**config.mk**
```make
export PLATFORM = sky130hd
export DESIGN_NAME = alu_wb_stage
export DESIGN_NICKNAME = d
export VERILOG_FILES = /design/src/rtl/alu_wb_stage.sv
export SDC_FILE = /design/constraint.sdc
export NUM_CORES = 1
export LEC_CHECK = 0
export CORE_MARGIN = 1
export CORE_UTILIZATION = 30
export DETAILED_ROUTE_END_ITERATION = 16
export HOLD_SLACK_MARGIN = 0.08
export PLACE_DENSITY = 0.52
export SLEW_MARGIN = 20
export SYNTH_ARGS = -nofsm -noshare
export SYNTH_HDL_FRONTEND = slang
export SYNTH_SLANG_ARGS = --single-unit
```
**constraint.sdc**
```tcl
create_clock -name clk -period 8.35 [get_ports clk]
set_input_delay 1.67 -clock clk [delete_from_list [all_inputs] [get_ports clk]]
set_output_delay 1.67 -clock clk [all_outputs]
set_load 0.01 [all_outputs]
```
**src/rtl/alu_wb_stage.sv**
```systemverilog
// alu_wb_stage: buffers ALU results in a 2-entry FIFO and retires each one as
// register-file write beats. A narrow entry is one beat, a wide entry is two
// beats (low half to dest, high half to dest+1).
// Optional build macro: WB_OVF_FLAG_EN enables the narrow-result overflow flag.
//
// state  | meaning
// IDLE   | nothing presented, waiting for a buffered entry
// LO     | presenting low half of the head entry at dest
// HI     | presenting high half of a wide head entry at dest+1
module alu_wb_stage #(
  parameter int DW = 16,
  parameter int AW = 3
) (
  input  logic              clk,
  input  logic              rst,
  input  logic              in_valid,
  output logic              in_ready,
  input  logic [2*DW-1:0]   alu_result,
  input  logic              za,
  input  logic              zb,
  input  logic              eq,
  input  logic              gt,
  input  logic              lt,
  input  logic [AW-1:0]     dest,
  input  logic              wide,
  output logic              wb_valid,
  input  logic              wb_ready,
  output logic [AW-1:0]     wb_addr,
  output logic [DW-1:0]     wb_data,
  output logic [4:0]        flags_q,
  output logic              ovf
);

  localparam int EW = 2*DW + 5 + AW + 1;

  localparam logic [1:0] S_IDLE = 2'd0;
  localparam logic [1:0] S_LO   = 2'd1;
  localparam logic [1:0] S_HI   = 2'd2;

  logic [EW-1:0]   mem [2];
  logic            wr_ptr;
  logic            rd_ptr;
  logic [1:0]      count;
  logic [1:0]      state;
  logic [1:0]      state_nxt;
  logic            push;
  logic            pop;
  logic            beat;
  logic            more;

  logic [2*DW-1:0] head_result;
  logic [4:0]      head_flags;
  logic [AW-1:0]   head_dest;
  logic            head_wide;

  assign {head_result, head_flags, head_dest, head_wide} = mem[rd_ptr];

  // The reset term keeps the stage from advertising space while it is being cleared.
  assign in_ready = !rst && (count != 2'd2);
  assign push     = in_valid && in_ready;
  assign beat     = wb_valid && wb_ready;
  assign pop      = beat && ((state == S_LO && !head_wide) || state == S_HI);
  // Another entry will be at the head after this pop (already buffered or arriving now).
  assign more     = (count > 2'd1) || push;

  // FIFO storage and pointers.
  always_ff @(posedge clk) begin
    if (rst) begin
      wr_ptr <= 1'b0;
      rd_ptr <= 1'b0;
      count  <= 2'd0;
    end else begin
      if (push) begin
        mem[wr_ptr] <= {alu_result, lt, gt, eq, zb, za, dest, wide};
        wr_ptr      <= ~wr_ptr;
      end
      if (pop) begin
        rd_ptr <= ~rd_ptr;
      end
      case ({push, pop})
        2'b10:   count <= count + 2'd1;
        2'b01:   count <= count - 2'd1;
        default: count <= count;
      endcase
    end
  end

  // Beat sequencing; an entry pushed into an idle stage is presented on the next cycle.
  always_comb begin
    state_nxt = state;
    case (state)
      S_IDLE: if (count != 2'd0 || push) state_nxt = S_LO;
      S_LO: begin
        if (beat) begin
          if (head_wide) state_nxt = S_HI;
          else           state_nxt = more ? S_LO : S_IDLE;
        end
      end
      S_HI: if (beat) state_nxt = more ? S_LO : S_IDLE;
      default: state_nxt = S_IDLE;
    endcase
  end

  // State register.
  always_ff @(posedge clk) begin
    if (rst) state <= S_IDLE;
    else     state <= state_nxt;
  end

  // Write port is driven straight from the FIFO head, so it cannot change while stalled.
  always_comb begin
    wb_valid = 1'b0;
    wb_addr  = '0;
    wb_data  = '0;
    case (state)
      S_LO: begin
        wb_valid = 1'b1;
        wb_addr  = head_dest;
        wb_data  = head_result[DW-1:0];
      end
      S_HI: begin
        wb_valid = 1'b1;
        wb_addr  = head_dest + AW'(1);
        wb_data  = head_result[2*DW-1:DW];
      end
      default: ;
    endcase
  end

  // Retired flags follow the entry that was just popped.
  always_ff @(posedge clk) begin
    if (rst)      flags_q <= 5'd0;
    else if (pop) flags_q <= head_flags;
  end

`ifdef WB_OVF_FLAG_EN
  logic ovf_q;

  // A narrow write drops the high half; flag it when that half was non-zero.
  always_ff @(posedge clk) begin
    if (rst)      ovf_q <= 1'b0;
    else if (pop) ovf_q <= !head_wide && (|head_result[2*DW-1:DW]);
  end

  assign ovf = ovf_q;
`else
  assign ovf = 1'b0;
`endif

endmodule
```
Yosys cells after proc, flatten, opt, wreduce, memory -nomap -nowiden
Memories as Yosys holds them, arrays and structs flattened. A register that Yosys moved wholly into a read port is not among the register bits.
Cells that the tools add are included.
{"block": "totals", "ff_bits": 11, "memories": 1, "word_cells": 50, "ramBits": 82, "output_inout_bits": 27}
{"name": "mem", "words": 2, "word_bits": 41, "rd": 1, "rd_ports_with_merged_regs": 1, "wr": 1, "line_no": "40", "source": "logic [EW-1:0] mem [2];"}
{"block": "classes", "magnitude_cmp": 1, "add_sub_neg": 3, "muxes": 15, "n_reduce_logical": 15, "bitwise": 2, "n_eq_ne": 8}
{"operator": "one-hot mux 16 bit (2 select lines)", "count": 1}
{"operator": "two-way mux 2 bit", "count": 4}
{"operator": "inequality test 2 bit (second input constant)", "count": 4}
{"operator": "two-way mux 1 bit", "count": 7}
{"operator": "one-hot mux 2 bit (3 select lines)", "count": 1}
{"operator": "one-hot mux 3 bit (2 select lines)", "count": 1}
{"operator": "logical AND 1 bit", "count": 5}
{"operator": "== test 2 x 1 -> 1 bit (second input constant)", "count": 2}
{"operator": "== test 2 bit (second input constant)", "count": 2}
{"operator": "one-hot mux 2 bit (2 select lines)", "count": 1}
{"operator": "nonzero test 2 bit", "count": 2}
{"operator": "adder 3 x 1 -> 3 bit (second input constant)", "count": 1}
{"operator": "logical OR 1 bit", "count": 3}
{"operator": "AND reduction 3 bit", "count": 1}
{"operator": "adder 2 x 1 -> 2 bit (second input constant)", "count": 1}
{"operator": "greater-than comparator 2 x 1 -> 1 bit (second input constant)", "count": 1}
{"operator": "zero test 1 bit", "count": 2}
{"operator": "zero test 2 bit", "count": 1}
{"operator": "NOT 1 bit", "count": 2}
{"operator": "OR reduction 2 bit", "count": 1}
{"operator": "subtractor 2 x 1 -> 2 bit (second input constant)", "count": 1}

Logic depth before layout (Yosys ltp)
{"block": "depth", "ltp_word": 8, "ltp_mapped": 10, "ltp_nobuf": 8}

Worst setup path after synthesis
No wires, ideal clock.
{"block": "synth_timing", "kind": "input port to flip-flop", "from": "in rst", "to": "mem mem[0][0] in the netlist's numbering (enable)", "path_slack_ns": 4.105, "path_buffers": 0, "t_required_ns": 7.911, "cell_stages": 3, "arrival_ns": 3.806, "cell_sequence": "nor3b_1 inv_1 nor2_1"}
{"block": "synth_between", "elab_chain_len": 6}
{"item": "start, declared", "line_no": "15", "source": "input logic rst,"}
{"item": "zero test 1 bit", "line_no": "59", "source": "assign in_ready = !rst && (count != 2'd2);"}
{"item": "logical AND 1 bit", "line_no": "59"}
{"item": "logical AND 1 bit", "line_no": "60", "source": "assign push = in_valid && in_ready;"}
{"item": "two-way mux 1 bit", "line_no": "73", "source": "if (push) begin"}
{"item": "two-way mux 1 bit (*)", "line_no": "68", "source": "if (rst) begin"}
{"item": "two-way mux 1 bit (implied by the code) (*)", "line_no": "74", "source": "mem[wr_ptr] <= {alu_result, lt, gt, eq, zb, za, dest, wide};"}
{"item": "end, declared", "line_no": "40"}
Mark *: on every way between the ends. The rest lies on a longest branch, timed or not.

Worst setup path in the final report
{"block": "layout_timing", "from": "in rst", "to": "out in_ready"}
{"block": "layout_between", "elab_chain_len": 2}
{"item": "zero test 1 bit", "line_no": "59"}
{"item": "logical AND 1 bit", "line_no": "59"}
{"item": "end, declared", "line_no": "17", "source": "output logic in_ready,"}
No other way between the ends.

==> flow_metrics.env <==
export IMPL_skew_ps=6.543
export IMPL_drt_wl_total_um=7593
export IMPL_p_switching_w=0.0002943
export IMPL_ys_flop_type="edfxtp_1"
export IMPL_grt_pass1_vias=2233
export IMPL_area_delta_synth_final_pct=29.18
export IMPL_postSynth_asyncResetShare=0
export IMPL_dp_hpwl_um=4480
export IMPL_first_pass_iters=4
export IMPL_min_period_ps=4870
export IMPL_post_route_period_util=0.5832
export IMPL_wl_met1_um=3511
export IMPL_critical_path_max_fanout=15
export IMPL_internal_power_w=0.0008722
export IMPL_mostFrequentLayoutCells="edfxtp_1 (82), clkdlybuf4s50_1 (70), mux2i_1 (24)"
export IMPL_synth_edff_count=82
export IMPL_rsz0062_at_grt="no"
export IMPL_swShare=0.2523
export IMPL_layout_cells_non_filler=507
export IMPL_floorplan_die_area_mm2=0.01355
export IMPL_max_slew_margin_rel=0.3052
export IMPL_drcViolationCount=0
export IMPL_status="complete, no violations"
export IMPL_grt_ovfl_total=0
export IMPL_seqPwrFrac=0.476
export IMPL_cts_setup_buffers=0
export IMPL_fin_nets=384
export IMPL_maxCapViolations=0
export IMPL_htree_levels=3
export IMPL_clkSinkCount=94
export IMPL_end_kind="output port"
export IMPL_port_buffers=70
export IMPL_synthCells=260
export IMPL_gp_congestion=0.6966
export IMPL_power_density_mw_per_mm2=229.9
export IMPL_reg2reg_from="state[0]$_SDFFE_PP0P_"
export IMPL_drive_above_1_share=0.1343
export IMPL_tightest_slew_ps=1042
export IMPL_grt_first_pass_wirelength_um=11560
export IMPL_power_frac_comb=0.179
export IMPL_clk_pin_slew_ps=60
export IMPL_grt_usage=0.1205
export IMPL_cts_root_buffer="clkbuf_16"
export IMPL_core_area_mm2=0.01267
export IMPL_peakVddDrop_mv=0.09849
export IMPL_dr_wl_met2_um=3546
export IMPL_chipWidth_um=116.4
export IMPL_clock_fmax_mhz=205.4
export IMPL_start_util=0.3100
export IMPL_finalSetupTns_ps=0
export IMPL_hold_buffers=0
export IMPL_wl_met3_um=413
export IMPL_layout_commonest_cell="edfxtp_1"
export IMPL_hp_class="flop to flop"
export IMPL_clk_latency_ps=340
export IMPL_clockBufferDepth=2
export IMPL_rows=41
export IMPL_cts_tree="yes"
export IMPL_setup_viol=0
export IMPL_clkPwrFrac=0.345
export IMPL_final_antenna_net_count=0
export IMPL_required_ps=6680
export IMPL_slew_violations=0
export IMPL_cp_data_arrival_time_ps=3200
export IMPL_synth_warnings=0
export IMPL_hold_viol_final=0
export IMPL_regArea_mm2=0.002704
export IMPL_routed_via_density=4.434
export IMPL_grt_max_degree=42
export IMPL_io_pins=72
export IMPL_post_cts_resized=0
export IMPL_synth_seq_area_share=0.6881
export IMPL_antenna_found_initial=0
export IMPL_cp_start_kind="input port"
export IMPL_dp_cells=491
export IMPL_die_height_um=116.4
export IMPL_cp_startpoint="rst"
export IMPL_drtIter0Drc=80
export IMPL_multiInputGateArea_mm2=0.001126
export IMPL_fillCellCount=1247
export IMPL_synth_seq_cells=94
export IMPL_hp_start="rd_ptr$_SDFFE_PP0P_"
export IMPL_num_antenna_cells=0
export IMPL_crit_type="input port to output port"
export IMPL_dr_max_layer_used="met4"
export IMPL_cts_made_buffers=9
export IMPL_post_synth_cell_area_avg_um2=15.11
export IMPL_vias=2248
export IMPL_netlist_cell_type_count=35
export IMPL_synth_fp_nets=314
export IMPL_netlist_area_mm2=0.003928
export IMPL_power_leakage_nw=1.635
export IMPL_post_drt_wl_per_cell_um=14.98
## path summary, 6_finish.rpt
check                                             end  slack [ps]  cells past startpoint
worst max-delay path                         in_ready        3480                      3
worst min-delay path                             flop         510                      2
worst max register to register  count[0]$_SDFFE_PP0P_        5830                      7
worst min register to register                   flop         510                      2
## flip-flops by register name, indices dropped and copies added, names as in the netlist, named ones only
signal,count
wr_ptr,1
rd_ptr,1
state,2
count,2
flags_q,5
mem,82
## cell families after synthesis
kind of cell	after synthesis	share of synthesized area
AOI/OAI and AO/OA	36	0.06021
muxes	43	0.1156
buffers and inverters	19	0.02740
DFF	94	0.6881
other	1	0.0009548
adders and majority gates	9	0.02867
xor gates and xnor gates	4	0.008922
and+or+nand+nor	54	0.07008
## power groups by stage
stage                     clock [W]  combinational, W  sequential [W]
after floorplan                   0          0.000123        0.000564
after CTS                  0.000412          0.000214        0.000555
after global placement            0          0.000212        0.000565
final                      0.000403          0.000209        0.000555
after detailed placement          0          0.000213        0.000565
after global routing       0.000433          0.000231        0.000558
## routing by layer
layer,vias to the layer above,track usage
met5,-,0
met4,0,0.05385
li1,1094,-
met2,57,0.1890
met3,8,0.04152
met1,1089,0.1502
## per-stage QoR
step	worst slack, ps	hold slack [ps]	power [W]	area, um^2	utilization
final	3480	512.8	0.001167	5074	0.4004
after global routing	3385	549.6	0.001222	5074	0.4004
after detailed placement	3488	500.2	0.0007783	4783	0.3775
after floorplan	4105	467.1	0.0006869	3928	-
after CTS	3490	507.1	0.001182	5074	0.4004
after global placement	3513	476.0	0.0007763	4783	0.3775
## cell usage after synthesis (2+ instances only)
master,count,area (um^2)
ha_1,9,112.6
dfxtp_1,12,240.2
and2_1,18,112.6
a211oi_2,5,62.56
o21ai_0,17,85.08
mux2_2,19,214.0
buf_4,5,37.54
nor2_1,9,33.78
edfxtp_1,82,2462
buf_6,2,22.52
a21oi_1,6,30.03
o21ai_1,2,10.01
nand2b_1,2,12.51
nor2b_1,3,18.77
inv_1,5,18.77
xnor2_1,2,17.52
xor2_1,2,17.52
nand2_1,17,63.81
o221ai_1,2,17.52
mux2i_1,24,240.2
buf_1,2,7.510
clkbuf_1,2,7.510
## worst max-delay path: stages
cell and delay (ps):
clkdlybuf4s50_1 760, nor2_1 210, clkdlybuf4s50_1 560
## final cells by class
type,count,share of cell area
Clock buffer,10,0.04513
Clock inverter,6,0.01208
Inverter,6,0.004439
Multi-Input combinational cell,147,0.2219
Sequential cell,94,0.5329
Tap cell,172,0.04242
Timing Repair Buffer,72,0.1411
Power figures use the tool's default switching activity.
==> edit (same settings) <==
Set the parameter `DW` to 20 (it was 16).
--- a/src/rtl/alu_wb_stage.sv
+++ b/src/rtl/alu_wb_stage.sv
@@ -8,7 +8,7 @@
 // LO     | presenting low half of the head entry at dest
 // HI     | presenting high half of a wide head entry at dest+1
 module alu_wb_stage #(
-  parameter int DW = 16,
+  parameter int DW = 20,
   parameter int AW = 3
 ) (
   input  logic              clk,
Ports: changed (resized alu_result and wb_data); port bits go from 72 to 84. The function was not compared with the original's and may differ.
==> edit against the unedited design <==
The run now ends with design-rule violations left; clock power up 4%; clock skew shrank 0.0041 ns; final area is 15% higher; count of clock-buffer cells in the layout stayed put; via count increased by 15%; register-to-register slack worse by 0.14 ns; sequential cell count rose by 16; total power increased by 12%; routed wire length is 18% higher; synthesized area rose by 16%; sequential share of layout area increased by 1.2 points; die area increased by 16%; worst setup slack better by 0.043 ns; largest cell class unchanged; highest routed layer unchanged.
==> edit: results <==
set metrics [dict create \
    post_drt_wl_per_cell_um 15.8 \
    antenna_found_initial 0 \
    syn_nets 362 \
    grt_max_degree 50 \
    clk_latency_ns 0.35 \
    first_pass_iters 12 \
    num-fill-cells 1390 \
    p_comb_mw 0.240 \
    p_sw_share_pct 25.2 \
    cts_buffers 9 \
    cp_slowest_cell "clkdlybuf4s50_1" \
    drc 2 \
    synth_cell_types 33 \
    status "finished with violations" \
    reg_top3 "mem (98), flags_q (5)" \
    dp_cells 552 \
    skew_ns 0.00242 \
    worstHoldPathType "reg -> reg" \
    cts_max_level 3 \
    fin_nets 441 \
    drive_above_1_share_pct 13.0 \
    grt_pass1_vias 2761 \
    synth.area.top_cells "edfxtp_1 64%, mux2i_1 6.1%, mux2_2 5.7%, dfxtp_1 5.3%, and2_1 3.0%" \
    n_antenna_cell 0 \
    crit_fanout 15 \
    post_cts_resized 0 \
    cpPeakStageDelay_ns 0.72 \
    setup_viol_count_final 0 \
    post_cts_buffers 0 \
    io_buffers 82 \
    grt_overflow_total 0 \
    grt_pass1_wl_um 14600 \
    internal_power_mw 0.979 \
    drtIter0Drc 153 \
    syn_inst 300 \
    p_clk_share_pct 32.0 \
    clockBufferDepth 2 \
    post-dp-hpwl_um 5380 \
    place_ws_ns 3.49 \
    p_leak_nw 1.87 \
    yosys_warnings 0 \
    ir_drop_mv 0.111 \
    ys_seq_area_share_pct 69.7 \
    gp_congestion 0.669 \
    vias 2587 \
    violations "design-rule violations" \
    synthArstFlopShare_pct 0 \
    wl_um 8960 \
    synth_commonest_cells "98 x edfxtp_1, 28 x mux2i_1, 23 x mux2_2, 22 x and2_1" \
    cts.clk_slew.worst_paths_ns 0.07 \
    tightest_slew_ns 0.882 \
    critPathTopFamily "buffers and inverters" \
    track_usage_pct 12.6 \
    worstPathArrival_ns 3.16 \
    cts_root_buf "clkbuf_16" \
    synth-edff-count 98 \
]
## edit: cell types whose count changed after synthesis, sizes merged, moves of 4 or more
cell and change:
nand2 +4, mux2i +4, and2 +4, mux2 +4, o21ai +4, edfxtp +16
## edit: final cells by class
class	instances	share of cell area, %
multi-input cells	167	21.8
well taps	184	3.94
flip-flops and latches	110	54.5
repair buffers	85	14.4
clock inverters	6	1.03
inverters	6	0.385
clock buffers	10	3.92
## edit: kinds of logic after synthesis
family                     count (synthesis)  share of synthesized area, %
AOI/OAI and AO/OA                         40                          5.62
xor gates and xnor gates                   4                         0.767
adders and majority gates                  9                          2.47
buffers and inverters                     23                          2.68
DFF                                      110                          69.7
muxes                                     51                          11.8
other                                      1                        0.0821
and+or+nand+nor                           62                          6.90
## edit: routing by layer
| layer | part of all wire [%] | global-route usage (%) | up-vias |
|---|---|---|---|
| li1 | - | - | 1251 |
| met1 | 43 | 14.5 | 1266 |
| met2 | 51 | 21.7 | 58 |
| met3 | 4.7 | 4.36 | 12 |
| met4 | 1.5 | 4.30 | 0 |
| met5 | 0 | 0 | - |
## edit: metrics by stage
| step | utilization [%] | area [um2] |
|---|---|---|
| 2_1_floorplan | - | 4570 |
| 3_3_place_gp | 37.8 | 5550 |
| 3_5_place_dp | 37.8 | 5550 |
| 4_1_cts | 39.8 | 5840 |
| 5_1_grt | 39.8 | 5840 |
| 6_report | 39.8 | 5840 |
## edit: path summary, 6_finish.rpt
path / start / end / slack, ns / cells after the start
min: rd_ptr / flop / 0.49 / 2
min reg2reg: rd_ptr / flop / 0.49 / 2
max: rst / in_ready / 3.52 / 3
max reg2reg: state[0] / count[0] / 5.69 / 7
## edit: worst min-delay path, cell delays in order (launching register included)
cell and delay, ns:
dfxtp_1 0.31, nand2b_1 0.09, o21ai_1 0.06
